## src/rtl/button_conditioner.sv

```systemverilog
// Push-button front end: two-flop synchroniser, counter debounce and a
// registered single-cycle advance pulse with optional hold-to-repeat.
module button_conditioner #(
  parameter int DEBOUNCE_CYCLES = 4,
  parameter int REPEAT_DELAY    = 20,
  parameter int REPEAT_PERIOD   = 8,
  parameter int CNT_W           = 16
) (
  input  logic clk,
  input  logic rst,
  input  logic btn_raw,
  input  logic repeat_en,
  output logic btn_level,
  output logic button
);

  typedef enum logic [1:0] {
    IDLE,
    HELD,
    REPEAT
  } state_e;

  localparam logic [CNT_W-1:0] ONE     = CNT_W'(1);
  localparam logic [CNT_W-1:0] DB_LAST = CNT_W'(DEBOUNCE_CYCLES - 1);
  localparam logic [CNT_W-1:0] RD_LAST = CNT_W'(REPEAT_DELAY - 1);
  localparam logic [CNT_W-1:0] RP_LAST = CNT_W'(REPEAT_PERIOD - 1);

  logic             s1_q, s2_q;
  logic             level_q, level_d;
  logic [CNT_W-1:0] dcnt_q, dcnt_d;
  logic [CNT_W-1:0] rcnt_q, rcnt_d;
  state_e           state_q, state_d;
  logic             button_q, button_d;

  always_comb begin
    level_d = level_q;
    dcnt_d  = '0;
    if (s2_q != level_q) begin
      if (dcnt_q == DB_LAST) begin
        level_d = s2_q;
      end else begin
        dcnt_d = dcnt_q + ONE;
      end
    end
  end

  // Release outranks repeat_en, which outranks a due repeat pulse.
  always_comb begin
    state_d  = state_q;
    rcnt_d   = rcnt_q;
    button_d = 1'b0;
    case (state_q)
      IDLE: begin
        rcnt_d = '0;
        if (level_q) begin
          state_d  = HELD;
          button_d = 1'b1;
        end
      end
      HELD: begin
        if (!level_q) begin
          state_d = IDLE;
          rcnt_d  = '0;
        end else if (!repeat_en) begin
          rcnt_d = '0;
        end else if (rcnt_q == RD_LAST) begin
          state_d  = REPEAT;
          button_d = 1'b1;
          rcnt_d   = '0;
        end else begin
          rcnt_d = rcnt_q + ONE;
        end
      end
      REPEAT: begin
        if (!level_q) begin
          state_d = IDLE;
          rcnt_d  = '0;
        end else if (!repeat_en) begin
          state_d = HELD;
          rcnt_d  = '0;
        end else if (rcnt_q == RP_LAST) begin
          button_d = 1'b1;
          rcnt_d   = '0;
        end else begin
          rcnt_d = rcnt_q + ONE;
        end
      end
      default: begin
        state_d = IDLE;
        rcnt_d  = '0;
      end
    endcase
  end

  always_ff @(posedge clk) begin
    if (rst) begin
      s1_q     <= 1'b0;
      s2_q     <= 1'b0;
      level_q  <= 1'b0;
      dcnt_q   <= '0;
      rcnt_q   <= '0;
      state_q  <= IDLE;
      button_q <= 1'b0;
    end else begin
      s1_q     <= btn_raw;
      s2_q     <= s1_q;
      level_q  <= level_d;
      dcnt_q   <= dcnt_d;
      rcnt_q   <= rcnt_d;
      state_q  <= state_d;
      button_q <= button_d;
    end
  end

  assign btn_level = level_q;
  assign button    = button_q;

endmodule
```

## config.mk

```make
export PLATFORM = sky130hd
export DESIGN_NAME = button_conditioner
export DESIGN_NICKNAME = d
export VERILOG_FILES = /design/src/rtl/button_conditioner.sv
export SDC_FILE = /design/constraint.sdc
export NUM_CORES = 1
export LEC_CHECK = 0
export ABC_CLOCK_PERIOD_IN_PS = 3100
export BUFFER_PORTS_ARGS = -buffer_cell sky130_fd_sc_hd__buf_4
export CORE_ASPECT_RATIO = 0.9
export CORE_MARGIN = 2
export CORE_UTILIZATION = 45
export CTS_BUF_LIST = sky130_fd_sc_hd__clkbuf_8
export DETAILED_ROUTE_END_ITERATION = 8
export MAX_ROUTING_LAYER = met4
export SYNTH_ARGS = -nofsm -noshare
export SYNTH_HDL_FRONTEND = slang
export SYNTH_SLANG_ARGS = --single-unit
```

## constraint.sdc

```tcl
create_clock -name clk -period 3.1 [get_ports clk]
set_clock_uncertainty 0.15 [all_clocks]
set_input_delay 0.31 -clock clk [delete_from_list [all_inputs] [get_ports clk]]
set_output_delay 0.31 -clock clk [all_outputs]
set_load 0.02 [all_outputs]
```

After elaboration in Yosys (flattened, before gate mapping). Cells that the tools add are included.

Register bits: 38. Latch bits: 0. RAM bits: 0. ROM bits: 0. Bits of input ports: 4. Output and inout bits: 2. Logic and storage cells: 46. Memories: 0.

$add $sub $neg: 2. $mul: 0. Div/mod/pow operators: 0. $lt $le $gt $ge: 0. Equality and inequality tests: 10. Shift operators: 0. Muxes and demuxes: 22. Bitwise logic cells: 1. Reduce and logical (&&, ||, !) cells: 4.

Operators by type and width (count): $mux 16 (6); $add 16x1->16 const B (2); $pmux 16 s2 (1); $eq 16x2->1 const B (1); $eq 16x3->1 const B (1); $eq 16x5->1 const B (1); $mux 2 (6); $ne 3x3->1 const B (3); $mux 1 (7); $pmux 2 s3 (1); $reduce_and 4->1 (1); $pmux 1 s3 (1); $reduce_or 3->1 (1); $eq 2x1->1 const B (1); $eq 2x2->1 const B (1); $logic_not 2->1 (1); $ne 2x2->1 const B (1); $reduce_and 2->1 (1); $ne 1x1->1 (1); $not 1->1 (1).

Longest topological paths before layout.
Word-level depth: 5. Gate-level depth with buffers: 7. Gate-level depth less buffers: 6.

Least setup slack after synthesis. OpenSTA, ideal clock, no wires.

Kind: flip-flop to flip-flop. Start point: register state_q[1]. End point: register rcnt_q[12]. Library setup time: 0.115 ns. Arrival time: 1.533 ns. Required time: 2.835 ns. Slack: 1.303 ns. Stages on the path, launching flop included: 8. Path buffers: 1. Cells stage by stage: dfxtp_1 inv_1 ha_1 and4b_1 and2_1 a32oi_2 buf_6 nor2_1.

Cells in the longest elaborated chain, start to end: 2.

RTL lines: start, declared (line 32) `state_e state_q, state_d;`; start signal, assigned (line 110) `state_q <= state_d;`; $eq 2x2->1 / $eq 2x1->1 (equally long branches) (line 52) `case (state_q)`; $pmux 16 s2 * (line 52); end signal, assigned (line 109) `rcnt_q <= rcnt_d;`; end, declared (line 31) `logic [CNT_W-1:0] rcnt_q, rcnt_d;`.

Mark *: on every way between the ends. The rest lies on a longest branch, timed or not. A chain may end at the register's enable or synchronous reset.

Worst setup path after layout.
Start point: register state_q[0]. End point: register rcnt_q[8].

Same word-level chain as after synthesis.

==> impl_metrics.csv <==
group,metric,value,unit
run_status,status,"finished clean",
drt,vias,1509,
drt,drtPass1Iterations,4,
global_routing,grt-ovfl-total,0,
die,start_util,0.4642,
placement,port_buffers,5,
sta,max_freq,457.4,MHz
clock_network,htreeDepth,2,
sta,fin_crit_sh,0.7053,
drt,drt_wl_total,3573,um
power_and_ir_drop,leakage,0.0006606,uW
clock_network,post_cts_resize_count,0,
worst_setup_path,cp.arrival,2.18,ns
clock_network,clockRootBuffer,"clkbuf_8",
final_layout,n_antenna_cell,0,
clock_network,cts_tree,"yes",
power_and_ir_drop,peakVddDrop,0.3816,mV
die,die-area,4677,sq um
power_and_ir_drop,switching_share,0.2080,
die,fp.dieH,65.08,um
synth,synthCells,209,
clock_network,clk_latency,0.29,ns
die,die_w,71.87,um
clock_network,cts-buffers-inserted,5,
placement,place_inst,254,
synth,yosysWarnings,0,
drt,drt-initial-drc-count,79,
final_layout,area_delta_synth_final,8.786,%
worst_setup_path,worst-r2r-cell-count,6,
sta,fin_crit,2.186,ns
final_layout,fin_cells,262,
die,io_pins,6,
synth,synthXorXnorAreaFrac,0.1127,
synth,syn-num-nets,220,
clock_network,cts-hold-fix-buffers,0,
worst_setup_path,crit_type,"reg -> reg",
synth,synth_area,1866,sq um
worst_setup_path,setup.worst_path.end_class,"flop",
drt,wl_per_cell,13.64,um
die,row_count,22,
power_and_ir_drop,pwr-share-clk,0.438,
power_and_ir_drop,internal_power,743.2,uW
placement,place_congestion,0.8160,
synth,synth_mux_area_frac,0.02750,
global_routing,grt_antenna_before_repair,0,
clock_network,clkSinkCount,38,
drt,antenna_left,0,
final_layout,final_net_count,224,
synth,synth_fa_ha_area_frac,0.04695,
worst_setup_path,r2r_end,"rcnt_q[8]",
drt,drc_errors,0,
synth,ys_types,37,
power_and_ir_drop,seqPwrFrac,0.528,
hold_path,min_path_cells,2,
worst_setup_path,rr_startpoint,"state_q[0]",
global_routing,grt_max_degree,17,
global_routing,track_usage,0.1785,
sta,grt_setup_unrepaired,"no",
clock_network,clockBufferDepth,2,
sta,drv_slew,0,
global_routing,grt_pass1_wl,6368,um
die,core,4019,sq um
worst_setup_path,critical_path.slowest_cell,"a32oi_2",
power_and_ir_drop,switchingPower,195.2,uW
hold_path,worstHoldEndpoint,"s1_q",
worst_setup_path,worstPathCellList,"inv_1 -> ha_1 -> and4b_1 -> and2_1 -> a32oi_2 -> nor2_1",
synth,synth_top_family_by_area,"simple AND/OR/NAND/NOR gates",
power_and_ir_drop,combPwrFrac,0.034,
clock_network,cts_setup_buffers,0,
worst_setup_path,crit_path_start_kind,"flop",
sta,worstMarginPinSlew,0.7672,ns
drt,viasPerCell,5.760,
worst_setup_path,slowest_delay,0.61,ns
global_routing,grt_pass1_vias,1430,
placement,dp.final_hpwl,2555,um
worst_setup_path,reg2reg_slack,0.91,ns
flow_run,max-cap-violations,0,
worst_setup_path,crit_fanout,16,
clock_network,clk_pin_slew,0.07,ns
synth,synth_simple_gate_area_frac,0.3139,
sta,finalSetupTns,0,ns
synth,synth_compound_area_frac,0.05835,
sta,hold_viol,0,
synth,syn-mean-instance-area,8.926,sq um
sta,max_slew_margin,0.4885,
worst_setup_path,critical_path_required,3.09,ns
synth,synth_seq_cells,38,
hold_path,min_from,"btn_raw",
hold_path,hold_path_class,"in -> reg",
final_layout,drive_gt1_frac,0.09346,
power_and_ir_drop,cellPowerDensity,462.4,nW/um^2
synth,synth_seq_area_share,0.4078,
sta,setup_viol,0,
==> placed cells by master (no fill, tap or decap), types with 7 or more instances in the layout <==
master / synthesis / final
ha_1: 7 / 7
dfxtp_1: 38 / 38
nor4_1: 7 / 7
nand3_1: 11 / 11
nand2_1: 10 / 10
nand4_1: 13 / 13
xnor2_1: 15 / 15
a21oi_1: 7 / 7
xor2_1: 9 / 9
nor2_1: 33 / 33
==> registers in the layout, indices dropped and copies added (netlist names) <==
| name | cells |
|---|---|
| btn_level | 1 |
| button | 1 |
| dcnt_q | 16 |
| rcnt_q | 16 |
| s1_q | 1 |
| s2_q | 1 |
| state_q | 2 |
==> synth_stat cells <==
master | n | area share
nor2_1 | 33 | 0.066
nor3b_1 | 1 | 0.0040
nor4_1 | 7 | 0.023
o31ai_1 | 5 | 0.020
and4_1 | 1 | 0.0047
mux2_2 | 1 | 0.0060
nand4_1 | 13 | 0.044
a21oi_1 | 7 | 0.019
clkbuf_1 | 3 | 0.0060
and3_2 | 1 | 0.0040
or4b_1 | 1 | 0.0054
inv_1 | 5 | 0.010
nor4b_1 | 1 | 0.0047
buf_2 | 2 | 0.0054
nand2_1 | 10 | 0.020
nand3_1 | 11 | 0.030
nand3_2 | 1 | 0.0054
o21ai_0 | 1 | 0.0027
or4_1 | 4 | 0.016
nor4_2 | 3 | 0.020
nand3b_1 | 2 | 0.0080
ha_1 | 7 | 0.047
nor3_1 | 5 | 0.013
a31oi_1 | 1 | 0.0034
clkbuf_2 | 2 | 0.0054
and3b_1 | 2 | 0.0094
xor2_1 | 9 | 0.042
and4b_1 | 1 | 0.0054
a32oi_2 | 1 | 0.0087
mux2i_1 | 4 | 0.021
and2_1 | 2 | 0.0067
nor2b_1 | 3 | 0.010
o41ai_1 | 1 | 0.0047
buf_6 | 1 | 0.0060
dfxtp_1 | 38 | 0.41
and3_1 | 4 | 0.013
xnor2_1 | 15 | 0.070
==> how the worst max path moves through the flow <==
| stage | start | end | slack, ns | cells past startpoint |
|---|---|---|---|---|
| detailed placement | state_q[0] | rcnt_q[8] | 0.91 | 6 |
| global route | state_q[1] | rcnt_q[8] | 0.73 | 6 |
| CTS | state_q[0] | rcnt_q[8] | 0.89 | 6 |
| finish | state_q[0] | rcnt_q[8] | 0.91 | 6 |
| floorplan | state_q[1] | rcnt_q[12] | 1.30 | 7 |
| global placement | state_q[1] | rcnt_q[12] | 0.97 | 6 |
==> metal layers <==
| metal | GRT usage | wire [um] |
|---|---|---|
| met1 | 0.2059 | 1669 |
| met2 | 0.2894 | 1678 |
| met3 | 0.04821 | 137 |
| met4 | 0.08255 | 89 |
| met5 | - | 0 |
==> cell type report <==
class	instances	area, sq um
multi-input cells	158	1044
clock buffers	5	68.82
inverters	5	18.77
repair buffers	5	37.54
fillers	395	1989
flip-flops and latches	38	760.7
clock inverters	3	40.04
well taps	48	60.06
==> power by group through the flow <==
| stage | combinational, uW | sequential [uW] | clock [uW] |
|---|---|---|---|
| 3_5_place_dp | 32.1 | 507 | 0 |
| 5_1_grt | 36.4 | 495 | 448 |
| 4_1_cts | 32.4 | 495 | 425 |
| 3_3_place_gp | 30.2 | 506 | 0 |
| 2_1_floorplan | 23.3 | 506 | 0 |
| 6_report | 32.3 | 495 | 411 |
==> stage by stage <==
step	area [sq um]	power, uW	setup slack [ns]	utilization	hold slack (ns)
finish	2029	938.4	0.9136	0.5050	0.08933
global route	2029	979.9	0.7326	0.5050	0.1094
CTS	2029	952.8	0.8916	0.5050	0.08856
detailed placement	1921	538.8	0.9069	0.4779	0.2823
global placement	1921	536.0	0.9740	0.4779	0.2711
floorplan	1866	528.8	1.303	-	0.2629
==> worst max-delay path: cells and delay by family, from the launching register on <==
kind                     cells  cell delay (ns)
flip-flops                   1             0.38
adder cells (fa/ha/maj)      1             0.29
buffers and inverters        1             0.10
AO/OA/AOI/OAI                1             0.61
AND/OR/NAND/NOR              3             0.50
==> cell families (layout without fill, tap and decap cells) <==
| logic type | after synthesis | count (layout) |
|---|---|---|
| simple gates | 106 | 106 |
| buf+inv | 13 | 18 |
| flops | 38 | 38 |
| mux | 5 | 5 |
| fa+ha+maj | 7 | 7 |
| xor+xnor | 24 | 24 |
| compound gates | 16 | 16 |
(Power assumes the default switching activity.)
